$ cat src/rtl/fg_config_loader.sv
`default_nettype none
// ============================================================================
//  Module      : fg_config_loader
//  Description : Byte-stream configuration front end for the function
//                generator. Assembles framed bytes into a shadow register,
//                validates an XOR checksum and commits the word atomically
//                onto CR_bus_o. Also drives the generator output enable.
//  Revision    : 1.0 - initial release
// ============================================================================
module fg_config_loader #(
  parameter int                             CONFIG_REG_BITWIDTH = 64,
  parameter int                             TIMEOUT_CYCLES      = 1000,
  parameter logic [CONFIG_REG_BITWIDTH-1:0] RESET_CONFIG        = '0
) (
  input  logic                           clk_i,
  input  logic                           rst_i,
  input  logic [7:0]                     byte_i,
  input  logic                           byteValid_i,
  output logic                           byteReady_o,
  output logic [CONFIG_REG_BITWIDTH-1:0] CR_bus_o,
  output logic                           outputEnable_o,
  output logic                           configUpdate_STRB_o,
  output logic                           frameError_STRB_o,
  output logic                           busy_o
);

  localparam int W      = CONFIG_REG_BITWIDTH;
  localparam int NBYTES = W / 8;
  localparam int IW     = (NBYTES > 1) ? $clog2(NBYTES) : 1;
  localparam int TW     = (TIMEOUT_CYCLES > 0) ? $clog2(TIMEOUT_CYCLES + 1) : 1;
  localparam bit TMO_EN = (TIMEOUT_CYCLES > 0);

  localparam logic [IW-1:0] LAST_IDX  = IW'(NBYTES - 1);
  localparam logic [TW-1:0] TMO_LIMIT = TW'(TIMEOUT_CYCLES);
  localparam logic [TW-1:0] TMO_LAST  = TW'(TIMEOUT_CYCLES - 1);

  localparam logic [7:0] CMD_WRITE   = 8'hA5;
  localparam logic [7:0] CMD_ENABLE  = 8'h5A;
  localparam logic [7:0] CMD_DISABLE = 8'h3C;

  typedef enum logic [1:0] {
    IDLE   = 2'd0,
    DATA   = 2'd1,
    CHECK  = 2'd2,
    COMMIT = 2'd3
  } state_t;

  state_t         state_q;
  logic [W-1:0]   shadow_q;
  logic [W-1:0]   cr_q;
  logic [IW-1:0]  idx_q;
  logic [7:0]     xor_q;
  logic [TW-1:0]  tmo_q;
  logic           oe_q;
  logic           upd_q;
  logic           err_q;

  logic           xfer_d;
  logic           tmo_hit_d;

  // Handshake: ready everywhere except the single COMMIT cycle and reset.
  always_comb begin
    byteReady_o = !rst_i && (state_q != COMMIT);
    xfer_d      = byteValid_i && byteReady_o;
    tmo_hit_d   = TMO_EN && (tmo_q >= TMO_LAST);
  end

  // Frame FSM with shadow assembly, checksum, inter-byte timeout and commit.
  always_ff @(posedge clk_i or posedge rst_i) begin
    if (rst_i) begin
      state_q  <= IDLE;
      shadow_q <= '0;
      cr_q     <= RESET_CONFIG;
      idx_q    <= '0;
      xor_q    <= '0;
      tmo_q    <= '0;
      oe_q     <= 1'b0;
      upd_q    <= 1'b0;
      err_q    <= 1'b0;
    end else begin
      upd_q <= 1'b0;
      err_q <= 1'b0;
      case (state_q)
        IDLE: begin
          tmo_q <= '0;
          if (xfer_d) begin
            case (byte_i)
              CMD_WRITE: begin
                state_q  <= DATA;
                idx_q    <= '0;
                xor_q    <= '0;
                shadow_q <= '0;
              end
              CMD_ENABLE:  oe_q  <= 1'b1;
              CMD_DISABLE: oe_q  <= 1'b0;
              default:     err_q <= 1'b1;
            endcase
          end
        end

        DATA, CHECK: begin
          if (xfer_d) begin
            // A transfer always wins over a coincident timeout.
            tmo_q <= '0;
            if (state_q == DATA) begin
              shadow_q <= (shadow_q << 8) | W'(byte_i);
              xor_q    <= xor_q ^ byte_i;
              if (idx_q == LAST_IDX) begin
                state_q <= CHECK;
              end else begin
                idx_q <= idx_q + IW'(1);
              end
            end else if (byte_i == xor_q) begin
              state_q <= COMMIT;
            end else begin
              state_q  <= IDLE;
              err_q    <= 1'b1;
              shadow_q <= '0;
            end
          end else if (tmo_hit_d) begin
            state_q  <= IDLE;
            err_q    <= 1'b1;
            shadow_q <= '0;
            tmo_q    <= '0;
          end else if (TMO_EN && (tmo_q != TMO_LIMIT)) begin
            tmo_q <= tmo_q + TW'(1);
          end
        end

        COMMIT: begin
          cr_q    <= shadow_q;
          upd_q   <= 1'b1;
          state_q <= IDLE;
        end

        default: state_q <= IDLE;
      endcase
    end
  end

  // Registered outputs straight from state.
  always_comb begin
    CR_bus_o            = cr_q;
    outputEnable_o      = oe_q;
    configUpdate_STRB_o = upd_q;
    frameError_STRB_o   = err_q;
    busy_o              = (state_q != IDLE);
  end

endmodule
`default_nettype wire

$ cat config.mk
export PLATFORM = sky130hd
export DESIGN_NAME = fg_config_loader
export DESIGN_NICKNAME = d
export VERILOG_FILES = /design/src/rtl/fg_config_loader.sv
export SDC_FILE = /design/constraint.sdc
export NUM_CORES = 1
export LEC_CHECK = 0
export CAP_MARGIN = 20
export CORE_MARGIN = 2
export CORE_UTILIZATION = 60
export CTS_CLUSTER_DIAMETER = 200
export DETAILED_ROUTE_END_ITERATION = 8
export GPL_TIMING_DRIVEN = 0
export HOLD_SLACK_MARGIN = 0.03
export PLACE_DENSITY = 0.82
export SYNTH_ARGS = -nofsm -noshare
export SYNTH_HDL_FRONTEND = slang
export SYNTH_SLANG_ARGS = --single-unit
$ cat constraint.sdc
create_clock -name clk_i -period 12.8 [get_ports clk_i]
set_input_delay 2.56 -clock clk_i [delete_from_list [all_inputs] [get_ports clk_i]]
set_output_delay 2.56 -clock clk_i [all_outputs]
set_load 0.02 [all_outputs]
==> impl_metrics.toml <==
[timing]
fin_crit_sh_pct = 50.19
slew_headroom_pct = 53.15
fin_ws_ns = 6.375
fin_skew_ns = 0.006616
rsz0062_at_grt = "false"
max_freq_ghz = 0.1556
setup_tns_ns = 0
period_minus_slack_ns = 6.425
final-hold-violation-count = 0
maxSlewViolCount = 0
worstMarginPinSlew_ns = 0.7027
setup_viol = 0

[drt]
via_count = 4610
dr.pass1.iters = 5
vias_per_cell = 5.528
wl_per_cell_um = 17.62
ant_nets = 0
drc = 0
wl_met1_mm = 6.351
wl_met3_um = 721
first_iter_violations = 249
routed_wl_mm = 14.70
route.met2.wl_mm = 7.308
top_layer_used = "met4"

[global_route]
grt_pass1_vias = 4818
grt_max_degree = 79
grt_pass1_wl_mm = 24.64
grt.overflow.total = 0
grt_usage_pct = 25.26
antenna_found_initial = 0

[yosys]
ys_seq_elements = 154
avgSynthCellArea_um2 = 11.69
yosys.area.top_type = "dfrtp_1"
netlist_area_um2 = 6803
ys_types = 44
async_reset_ff_share_pct = 100.0
synth_fp_nets = 602
synth_ff_type = "dfrtp_1"
synth_edf_count = 0
ys.warnings.count = 0
netlist_instances = 582
synthTopCellsByArea = "dfrtp_1, mux2_2, mux2i_1"
synth_top_cell_area_share_pct = 56.65
yosysSeqAreaShare_pct = 56.65

[clock_network]
cts_tree = "built"
cts_inserted_buffers = 17
cts.sinks = 154
cts-root-buf = "clkbuf_16"
insertion_delay_ns = 0.42
cts-htree-levels = 4
ctsResizeCount = 0
cts.path.max_buffers = 2
ctsHoldBuffers = 0
post-cts-setup-buffers = 0
clk_pin_slew_ns = 0.06

[critical_path]
cp_cell_sequence = "clkdlybuf4s50_1, nor2_1, clkdlybuf4s50_1"
cp_common_cell = "clkdlybuf4s50_1"
crit_fanout = 5
critPathLaunchType = "primary input"
critPathKind = "primary input to output port"
path_buf_inv = 2
critical-path-top-delay-family = "buffers and inverters"
cpMaxStageDelayCell = "clkdlybuf4s50_1"
crit_path_end_kind = "output port"
critPathArrivalTime_ns = 3.86
cpPeakStageDelay_ns = 0.61
cp.required_ns = 10.24

[placement]
dp_slack_ns = 6.377
gp_congestion = 0.8335
portBuffers = 79
dp_hpwl_mm = 9.676

[cells_and_area]
layout-drive-gt1-share_pct = 16.14
final_cell_mix = "dfrtp_1, clkdlybuf4s50_1, nand2_1, inv_1, mux2_2"
fillCellCount = 713
antenna_cells = 0
areaGrowthSynthToFinish_pct = 23.34
nets = 701
final_common_cell = "dfrtp_1"

[pwr]
vdd.ir_drop.worst_mv = 0.1020
power.leakage_nw = 3.988
total_power_mw = 1.617
clkPwrFrac_pct = 30.8
power.switching_mw = 0.5219
pwr-share-seq_pct = 36.7
combPwrFrac_pct = 32.5
cellInternalPower_mw = 1.096
power_density_nw_per_um2 = 192.8
p_sw_share_pct = 32.27

[floorplan]
num_rows = 38
initial_core_util_pct = 62.21
die_x_um = 110.5
dieHeight_um = 110.5
die_area_um2 = 12210
core_um2 = 10940
pin_count = 80

[flow_run]
drv_cap = 0

[hold_path]
hold_path.class = "flip-flop to flip-flop"

[status]
status = "finished clean"
==> power by group through the flow <==
stage                     sequential (mW)  combinational (mW)  clock [mW]
after floorplan                     0.634               0.320           0
after global placement              0.595               0.498           0
after detailed placement            0.600               0.518           0
after CTS                           0.593               0.527       0.504
after global routing                0.601               0.564       0.525
final                               0.593               0.526       0.498
==> through the flow <==
stage,utilization (%),hold WS (ns),cells,area (µm²)
2_1_floorplan,-,0.4629,582,6803
3_3_place_gp,71.04,0.4803,801,7769
3_5_place_dp,71.34,0.4946,802,7801
4_1_cts,76.73,0.5100,834,8391
5_1_grt,76.73,0.5222,834,8391
6_report,76.73,0.5070,834,8391
==> worst paths after layout <==
check                              from           endpoint  slack, ns  cells past startpoint
max in group asynchronous         rst_i       CR_bus_o[35]       9.23                      3
min in group asynchronous         rst_i  frameError_STRB_o       2.76                      2
setup reg to reg             state_q[0]       shadow_q[45]       9.96                      8
hold / removal             CR_bus_o[19]       CR_bus_o[19]       0.51                      1
setup / recovery                  rst_i        byteReady_o       6.38                      3
hold reg to reg            CR_bus_o[19]       CR_bus_o[19]       0.51                      1
==> registers in the layout, indices dropped and copies added, names as in the netlist <==
register             flops
frameError_STRB_o        1
state_q                  2
tmo_q                   10
outputEnable_o           1
shadow_q                64
idx_q                    3
CR_bus_o                64
xor_q                    8
configUpdate_STRB_o      1
==> synthesized netlist by cell type (3+ instances only) <==
cell and n:
mux2i_1 64, xor2_1 12, dfrtp_1 154, nand2_1 74, a21oi_1 8, nand3_1 4
nand2b_1 8, inv_1 72, nor2_1 24, ha_1 9, buf_6 7, o21ai_0 19
mux2_2 67, clkbuf_1 15, xnor2_1 3, nor3_1 4
==> kinds of logic (layout without fill, tap and decap cells) <==
family	Yosys count	in the layout	synth area share [%]
xor+xnor	15	15	1.931
fa+ha+maj	9	9	1.655
simple gates	140	140	9.895
mux	131	131	20.51
flops	154	154	56.65
buf+inv	97	209	6.180
compound gates	36	36	3.182
==> layer usage <==
layer,vias up,GRT usage [%]
met1,2326,33.61
met5,-,0
li1,2113,-
met4,0,8.833
met2,139,40.78
met3,32,6.312
==> cell type report <==
cell class	count	area, µm²	area share (%)
inverter	72	275.3	3.281
buffer	25	150.1	1.789
clock inverter	9	111.4	1.327
clock buffer	23	478.0	5.696
tap	140	175.2	2.088
multi-input combinational	331	2529	30.14
sequential	154	3854	45.93
timing repair buffer	80	818.3	9.752
No activity file was read; power rests on OpenSTA's default activity.
